File: config.mk
export PLATFORM = sky130hd
export DESIGN_NAME = prio_encoder_rr
export DESIGN_NICKNAME = d
export VERILOG_FILES = /design/src/rtl/prio_encoder_rr.sv
export SDC_FILE = /design/constraint.sdc
export NUM_CORES = 1
export LEC_CHECK = 0
export CORE_MARGIN = 4
export CORE_UTILIZATION = 30
export DETAILED_ROUTE_END_ITERATION = 7
export SYNTH_ARGS = -nofsm -noshare
export SYNTH_HDL_FRONTEND = slang
export SYNTH_SLANG_ARGS = --single-unit
File: constraint.sdc
create_clock -name clk -period 1.3 [get_ports clk]
set_input_delay 0.195 -clock clk [delete_from_list [all_inputs] [get_ports clk]]
set_output_delay 0.195 -clock clk [all_outputs]
set_load 0.03 [all_outputs]
File: src/rtl/prio_encoder_rr.sv
// prio_encoder_rr: N-to-log2(N) priority encoder with a registered
// valid/ready output stage. The winner is picked either by fixed priority
// (highest index wins) or by round-robin priority starting at an internal
// pointer. The output stage also reports the popcount of the accepted
// vector, flags multi-hot vectors, and pulses empty_err for all-zero vectors.
module prio_encoder_rr #(
    parameter int N     = 8,
    parameter int IDX_W = 3,
    parameter int RR    = 0
) (
    input  logic             clk,
    input  logic             rst,
    input  logic [N-1:0]     req,
    input  logic             in_valid,
    output logic             in_ready,
    output logic [IDX_W-1:0] out_idx,
    output logic             out_multi,
    output logic [IDX_W:0]   out_cnt,
    output logic             out_valid,
    input  logic             out_ready,
    output logic             empty_err
);

    // Number of set bits in a request vector; full width so all-ones fits.
    function automatic logic [IDX_W:0] popcount(input logic [N-1:0] v);
        logic [IDX_W:0] c;
        c = '0;
        for (int i = 0; i < N; i++) begin
            c = c + {{IDX_W{1'b0}}, v[i]};
        end
        return c;
    endfunction

    logic             accept_s;
    logic             nonzero_s;
    logic [IDX_W:0]   cnt_s;
    logic [IDX_W-1:0] fixed_idx_s;
    logic [IDX_W-1:0] rr_idx_s;
    logic [IDX_W-1:0] winner_s;
    logic [IDX_W-1:0] ptr_next_s;
    logic [IDX_W-1:0] ptr_r;

    // A new vector can enter whenever the output slot is empty or being drained.
    assign in_ready  = !out_valid || out_ready;
    assign accept_s  = in_valid && in_ready;
    assign nonzero_s = |req;
    assign cnt_s     = popcount(req);

    // Fixed priority: scanning upward, the last set bit seen is the highest index.
    always_comb begin
        fixed_idx_s = '0;
        for (int i = 0; i < N; i++) begin
            if (req[i]) begin
                fixed_idx_s = IDX_W'(i);
            end else begin
                fixed_idx_s = fixed_idx_s;
            end
        end
    end

    // Round-robin priority: first set bit scanning upward from ptr, wrapping at N-1.
    always_comb begin : rr_scan
        logic             found;
        logic [IDX_W-1:0] pos;
        int               j;
        rr_idx_s = '0;
        found    = 1'b0;
        pos      = '0;
        j        = 0;
        for (int k = 0; k < N; k++) begin
            j = int'(ptr_r) + k;
            if (j >= N) begin
                j = j - N;
            end else begin
                j = j;
            end
            pos = IDX_W'(j);
            if (!found && req[pos]) begin
                found    = 1'b1;
                rr_idx_s = pos;
            end else begin
                found = found;
            end
        end
    end

    // Select the priority scheme and compute where the round-robin pointer moves next.
    always_comb begin
        winner_s   = fixed_idx_s;
        ptr_next_s = ptr_r;
        if (RR != 0) begin
            winner_s = rr_idx_s;
            if (int'(rr_idx_s) == N - 1) begin
                ptr_next_s = '0;
            end else begin
                ptr_next_s = rr_idx_s + IDX_W'(1);
            end
        end else begin
            winner_s   = fixed_idx_s;
            ptr_next_s = '0;
        end
    end

    // Output register stage and round-robin pointer; reset discards any pending result.
    always_ff @(posedge clk or posedge rst) begin
        if (rst) begin
            out_idx   <= '0;
            out_multi <= 1'b0;
            out_cnt   <= '0;
            out_valid <= 1'b0;
            empty_err <= 1'b0;
            ptr_r     <= '0;
        end else if (accept_s) begin
            if (nonzero_s) begin
                out_valid <= 1'b1;
                out_idx   <= winner_s;
                out_multi <= (cnt_s > (IDX_W+1)'(1));
                out_cnt   <= cnt_s;
                empty_err <= 1'b0;
                ptr_r     <= ptr_next_s;
            end else begin
                // All-zero vector: nothing to report, result fields keep old values.
                out_valid <= 1'b0;
                empty_err <= 1'b1;
                ptr_r     <= ptr_r;
            end
        end else begin
            if (out_valid && out_ready) begin
                out_valid <= 1'b0;
            end else begin
                out_valid <= out_valid;
            end
            empty_err <= 1'b0;
            ptr_r     <= ptr_r;
        end
    end

endmodule
==> metrics.txt, run 1 <==
status finished with violations; violated checks negative setup slack; CP max FO 2; area after detailed placement approximately 1100 um^2; relative max-transition margin about three quarters; warnings from Yosys 0; Post-Synthesis Cells approximately 70; most frequent cells in the layout sky130_fd_sc_hd__inv_1, sky130_fd_sc_hd__dlygate4sd2_1, sky130_fd_sc_hd__buf_4, sky130_fd_sc_hd__dfrtp_1, sky130_fd_sc_hd__buf_6; fin. max-slew vios 0; post-synth cell types 21; Total Routed Length about 1400 um; area growth from synthesis to final layout 66.4%; critical path data required time about 1.4 ns; count of buffers from port buffering 22; die height about 56 um; DRC Markers 0; CTS buffer count 3; R2R Path Start out_valid; hold buffer count at cts 0; sum of net half-perimeters after detailed placement around 1200 um; Arrival @ worst endpoint 2.79 ns; worst reg-to-reg setup slack -0.02 ns; final-report hold violation count 0; Tmin final roughly 2.7 ns; Placeable Area about 2100 um^2; Final GP Congestion approximately 0.75; power per cell area approximately 1200 nW/um^2; CP bufs+invs 4; main combinational cell family by area after synthesis adder cells; kind of critical path in2reg; met3 usage between 2 and 3%; kind of capture point of the worst setup path flop; global-route layer with the greatest usage met2; cell occurring most often along the worst timing path sky130_fd_sc_hd__fa_1; TritonCTS clock tree yes; Cell Area, Synth 682 um^2; ports placed on the boundary 23; fraction of synthesized cell area in xor and xnor cells 1.28%; Tot GR Track Use ~10%; met1 Use GR between 10% and 20%; post-route design area 1130 um^2; type of the worst min-delay path in2async; leak pwr 0.611 nW; minimum setup slack after placement -2.06 ns; actual slew at the worst max-slew pin approximately 0.37 ns; share of final-layout standard cells stronger than drive strength 1 between 40% and 50%; unrepaired setup endpoints after global routing true; combinational power share 53.3%; sequential share of power between 30% and 40%; remaining antenna violation count 0; share of power burned in the clock network 15.4%; share of synthesized area spent on multiplexers ~2.2%; adder and majority gate portion of the synthesized area between 10% and 20%; startpoint of the worst setup timing path req[0]; final critical-path share of the clock period 204%; kind of start point of the critical path input pin; residual overflow from global routing 0; total net switching power around 510 uW; final worst setup slack -1.35 ns; post-detailed-route via-to-cell ratio 4.17; total vias in the final route 584; final setup skew between 0.007 and 0.008 ns; sink count of the clock tree 10; initial detailed-routing violation count 8; share of synthesized cell area in and, or, nand and nor gates between 10% and 20%; clock network latency to the later pin of the worst-skew pair around 0.25 ns; slowest stage delay, CP 0.53 ns; fill cell total of the finished layout approximately 200; reported max-cap violation count 0; maximum vdd drop between 0.5 and 0.6 mV; largest net degree at the start of global routing 11; Mean Syn Cell Area 10.0 um^2; Internal ~840 uW; die outline area between 3000 and 4000 um^2; family of cells with the greatest summed delay on the critical path adder cells; first-pass GRT wire length 2530 um; final-report setup violation count 5; capture instance of the worst register-to-register path out_multi; list of cells traversed by the critical path buf_6 > fa_1 > inv_1 > fa_1 > fa_1 > inv_2 > ha_4 > inv_2 > fa_2 > a31oi_1 > a21o_1; number of global-route vias before repair 621; floorplan die width between 50 and 60 um; 1st-pass router iterations 3; antenna violations before repair 0; final hold slack between 0.2 and 0.25 ns; number of synthesized register bits 10; maximum clock frequency 0.377 GHz; routed len/inst between 10 and 15 um; Post-layout nets ~130; Synthesized Nets 88; H-tree lvl count 1; buffers from clock root to sink, at most 2; Total Power Consumption roughly 1.4 mW; slowest library cell on the worst path sky130_fd_sc_hd__fa_1; global routing usage on met2 between 15 and 20%; initial standard-cell utilization of the core between 30% and 40%; clock-pin slew on the worst setup and hold paths 0.06 ns; sequential share of the synthesized area a little under two fifths; ant diodes 0; Switching Fraction between 30% and 40%; buffer type at the clock tree root sky130_fd_sc_hd__clkbuf_4; compound-gate portion of the synthesized area between 15 and 20%; std cell rows 16; r2r worst-path depth 4
[state kept, by name, indices dropped and copies added, names as in the netlist]
name	cells
out_multi	1
out_idx	3
empty_err	1
out_valid	1
out_cnt	4
[power groups by stage]
stage                     sequential [mW]  clock (mW)  combinational (mW)
after floorplan                     0.571           0               0.272
after global placement              0.430           0               0.714
after detailed placement            0.434           0               0.731
after CTS                           0.425       0.222               0.730
after global routing                0.432       0.236               0.797
final                               0.425       0.209               0.725
[through the flow]
stage	util [%]	TNS, ns	std cells
2_1_floorplan	-	-6.20	68
3_3_place_gp	51.4	-10.73	133
3_5_place_dp	51.4	-11.05	133
4_1_cts	54.4	-6.53	140
5_1_grt	55.0	-6.37	140
6_report	55.0	-5.99	140
[kinds of logic (layout without fill, tap and decap cells)]
group,count (synthesis),in the layout
and+or+nand+nor,16,16
DFF,10,10
buffers and inverters,18,63
adders and majority gates,8,8
xor gates and xnor gates,1,1
AOI/OAI and AO/OA,14,14
muxes,1,1
[worst max-delay path by stage]
stage                endpoint  slack [ns]  cells past startpoint
floorplan           out_multi       -1.47                     11
global placement    out_multi       -1.99                     11
detailed placement  out_multi       -2.06                     12
CTS                 out_multi       -1.48                     11
global route        out_multi       -1.43                     12
finish              out_multi       -1.35                     11
[repair_timing]
| action | 4_1_cts | 5_1_grt |
|---|---|---|
| endpoints found under the setup margin | 18 | 6 |
| resized for setup | 38 | 5 |
| buffers inserted | 3 | 1 |
| pin swaps | 8 | 6 |
| endpoints found under the hold margin | 0 | 0 |
[metal layers]
layer / up-vias / share of wire, %
li1: 307 / -
met1: 256 / 43
met3: 2 / 7.5
met2: 19 / 48
met5: - / 0
met4: 0 / 0.97
[area by class of cell]
type | count | area [um^2] | area share, %
multi-input combinational | 40 | 394 | 34.7
timing repair buffer | 42 | 365 | 32.2
sequential | 10 | 251 | 22.2
inverter | 17 | 63.8 | 5.62
tap | 27 | 33.8 | 2.98
clock buffer | 4 | 26.3 | 2.32
[cell usage after synthesis]
cell type,instances,area share (%)
sky130_fd_sc_hd__a311o_2,1,1.7
sky130_fd_sc_hd__buf_12,1,2.9
sky130_fd_sc_hd__fa_1,4,12
sky130_fd_sc_hd__o21ai_2,5,6.4
sky130_fd_sc_hd__mux2_4,1,2.2
sky130_fd_sc_hd__o22ai_1,1,0.92
sky130_fd_sc_hd__nor4_2,1,1.8
sky130_fd_sc_hd__nor3_1,2,1.5
sky130_fd_sc_hd__inv_1,17,9.4
sky130_fd_sc_hd__nand2_2,5,4.6
sky130_fd_sc_hd__a21o_1,2,2.2
sky130_fd_sc_hd__o31a_1,1,1.3
sky130_fd_sc_hd__dfrtp_1,10,37
sky130_fd_sc_hd__xor2_1,1,1.3
sky130_fd_sc_hd__nand3_1,1,0.73
sky130_fd_sc_hd__nand2_1,4,2.2
sky130_fd_sc_hd__ha_1,4,7.3
sky130_fd_sc_hd__nor2_1,2,1.1
sky130_fd_sc_hd__a21oi_1,3,2.2
sky130_fd_sc_hd__a31oi_1,1,0.92
sky130_fd_sc_hd__nor2b_1,1,0.92
(Power assumes the default switching activity.)
==> run 2: changes to the inputs <==
--- a/config.mk
+++ b/config.mk
@@ -7,6 +7,7 @@
 export LEC_CHECK = 0
 export CORE_MARGIN = 4
 export CORE_UTILIZATION = 30
+export CTS_CLUSTER_DIAMETER = 40
 export DETAILED_ROUTE_END_ITERATION = 7
 export SYNTH_ARGS = -nofsm -noshare
 export SYNTH_HDL_FRONTEND = slang
==> results of run 2 <==
Final layout, timing and power as in run 1 (identical DEF).
==> run 3: changes to the inputs <==
--- a/config.mk
+++ b/config.mk
@@ -6,9 +6,11 @@
 export NUM_CORES = 1
 export LEC_CHECK = 0
 export CORE_MARGIN = 4
-export CORE_UTILIZATION = 30
+export CORE_UTILIZATION = 39
 export CTS_CLUSTER_DIAMETER = 40
 export DETAILED_ROUTE_END_ITERATION = 7
+export PLACE_DENSITY = 0.73
+export SKIP_CTS_REPAIR_TIMING = 1
 export SYNTH_ARGS = -nofsm -noshare
 export SYNTH_HDL_FRONTEND = slang
 export SYNTH_SLANG_ARGS = --single-unit
==> metrics.txt, run 3 (synthesis results as in run 1) <==
status finished with violations; violated checks negative setup slack; buffer type at the clock tree root sky130_fd_sc_hd__clkbuf_4; CP max FO 2 (unchanged); residual overflow from global routing 0 (unchanged); maximum clock frequency 0.359 GHz (-4.9%); commonest non-fill, non-tap cell in the layout sky130_fd_sc_hd__buf_4; CTS buffer count 3 (unchanged); DRC Markers 0 (unchanged); post-detailed-route via-to-cell ratio 4.77 (+14%); worst reg-to-reg setup slack -0.04 ns (-0.02 ns); kind of capture point of the worst setup path flop; Total Routed Length 1720 um (+19%); list of cells traversed by the critical path buf_6 > fa_1 > inv_2 > fa_1 > fa_1 > inv_2 > ha_4 > inv_2 > fa_2 > a31oi_1 > a21o_1; initial standard-cell utilization of the core 43.3% (+10 points); final critical-path share of the clock period 215% (+11 points); total instance count after detailed placement 123 (-7.5%); ports placed on the boundary 23 (unchanged); type of the worst min-delay path in2async; most frequent cells in the layout sky130_fd_sc_hd__buf_4, sky130_fd_sc_hd__inv_1, sky130_fd_sc_hd__dlymetal6s2s_1, sky130_fd_sc_hd__dfrtp_1, sky130_fd_sc_hd__clkdlybuf4s50_1; slowest stage delay, CP 0.57 ns (+0.04 ns); area taken by flip-flops and latches 251 um^2 (unchanged); capture instance of the worst register-to-register path out_cnt[0]; Post-layout nets 133 (-0.75%); fill cell total of the finished layout 124 (-40%); clock network latency to the later pin of the worst-skew pair 0.27 ns (+0.02 ns); buffers from clock root to sink, at most 2 (unchanged); critical path data required time 1.46 ns (+0.02 ns); r2r worst-path depth 3 (-1); final setup skew 0.00518 ns (-0.00267 ns); Placeable Area 1580 um^2 (-24%); non-filler instance count after layout 128 (-8.6%); share of power burned in the clock network 19.5% (+4.1 points); Arrival @ worst endpoint 2.95 ns (+0.16 ns); total net switching power 549 uW (+6.6%); reported max-cap violation count 0 (unchanged); Tmin final 2.79 ns (+0.137 ns); combinational power share 51.9% (-1.4 points); floorplan die width 49.8 um (-11%); antenna violations before repair 0 (unchanged); H-tree lvl count 1 (unchanged); final-report setup violation count 8 (+3); number of flip-flops in the largest register 4 (unchanged); largest net degree at the start of global routing 11 (unchanged); Regs by FF count out_cnt x4, out_idx x3; sequential share of power 28.6% (-2.7 points); count of buffers from port buffering 22 (unchanged); routed len/inst 13.4 um (+30%); slowest library cell on the worst path sky130_fd_sc_hd__fa_2; register containing the most flip-flops in the final layout out_cnt; actual slew at the worst max-slew pin 0.408 ns (+0.0381 ns); die height 49.8 um (-11%); final worst setup slack -1.49 ns (-0.137 ns); final-report hold violation count 0 (unchanged); std cell rows 14 (-2); kind of start point of the critical path input pin; area of the multi-input gates 389 um^2 (-1.3%); area growth from synthesis to final layout 67.3%; number of global-route vias before repair 669 (+7.7%); 1st-pass router iterations 2 (-1); R2R Path Start out_valid; leak pwr 0.675 nW (+11%); Final GP Congestion 0.726 (-2.9%); Switching Fraction 37.2% (-0.64 points); total vias in the final route 610 (+4.5%); kind of critical path in2reg; initial detailed-routing violation count 1 (-7); unrepaired setup endpoints after global routing true; sum of net half-perimeters after detailed placement 1360 um (+9.0%); Tot GR Track Use 15.0% (+4.7 points); remaining antenna violation count 0 (unchanged); maximum vdd drop 0.830 mV (+55%); ant diodes 0 (unchanged); TritonCTS clock tree yes; first-pass GRT wire length 2840 um (+12%); die outline area 2480 um^2 (-20%); power per cell area 1290 nW/um^2 (+7.9%); clock-pin slew on the worst setup and hold paths 0.08 ns (+0.02 ns); relative max-transition margin 72.8% (-2.5 points); Internal 925 uW (+9.6%); final total negative setup slack -6.92 ns (-0.930 ns); sink count of the clock tree 10 (unchanged); share of final-layout standard cells stronger than drive strength 1 43.8% (+1.3 points); fin. max-slew vios 0 (unchanged)
run 3: cell count changes in the layout (fill, tap and decap cells not counted):
cell,delta
sky130_fd_sc_hd__buf_2,-2
sky130_fd_sc_hd__buf_4,+4
sky130_fd_sc_hd__buf_6,-5
sky130_fd_sc_hd__clkbuf_1,-1
sky130_fd_sc_hd__clkbuf_2,+2
sky130_fd_sc_hd__clkbuf_8,+1
sky130_fd_sc_hd__clkdlybuf4s50_1,+6
sky130_fd_sc_hd__dlygate4sd2_1,-15
sky130_fd_sc_hd__dlymetal6s2s_1,+9
sky130_fd_sc_hd__inv_1,-1
sky130_fd_sc_hd__inv_2,+1
sky130_fd_sc_hd__nand2_2,+1
sky130_fd_sc_hd__nand2_4,-1
run 3: metal layers:
layer	global-route usage [%]	wire length, um	vias to the layer above
met5	0	0	-
met4	5.53	0	0
met3	4.52	67	0
met2	26.2	985	14
met1	17.0	668	290
li1	-	-	306
run 3: how the worst max path moves through the flow:
stage,depth (start not counted),to,slack [ns],startpoint
2_1_floorplan,11,out_multi,-1.47,req[0]
3_3_place_gp,12,out_multi,-2.00,req[0]
3_5_place_dp,12,out_multi,-2.05,req[0]
4_1_cts,11,out_multi,-1.77,req[0]
5_1_grt,11,out_multi,-1.53,req[3]
6_report,11,out_multi,-1.49,req[3]
run 3: worst max-delay path, delay by kind of cell:
kind                     cells  cell delay [ns]
AO/OA/AOI/OAI                2             0.23
buffers and inverters        4             0.27
adder cells (fa/ha/maj)      5             2.26
run 3: final cells by class:
cell class | instances | share of cell area (%)
clock buffers | 4 | 3.18
inverters | 17 | 5.59
multi-input cells | 40 | 34.1
flip-flops and latches | 10 | 22.0
well taps | 16 | 1.75
repair buffers | 41 | 33.3
run 3: through the flow:
| step | power, mW | setup WS (ns) | util [%] | area (um^2) | hold slack (ns) |
|---|---|---|---|---|---|
| finish | 1.47 | -1.49 | 72.4 | 1140 | 0.207 |
| global route | 1.59 | -1.53 | 72.4 | 1140 | 0.227 |
| CTS | 1.46 | -1.77 | 69.1 | 1090 | 0.216 |
| detailed placement | 1.17 | -2.05 | 66.8 | 1050 | 0.470 |
| global placement | 1.15 | -2.00 | 66.8 | 1050 | 0.465 |
| floorplan | 0.843 | -1.47 | - | 701 | 0.0351 |
run 3: power by group through the flow:
| stage | combinational [mW] | clock (mW) | sequential (mW) |
|---|---|---|---|
| 5_1_grt | 0.829 | 0.325 | 0.434 |
| 3_3_place_gp | 0.722 | 0 | 0.429 |
| 4_1_cts | 0.738 | 0.292 | 0.425 |
| 2_1_floorplan | 0.272 | 0 | 0.571 |
| 3_5_place_dp | 0.736 | 0 | 0.431 |
| 6_report | 0.766 | 0.287 | 0.421 |
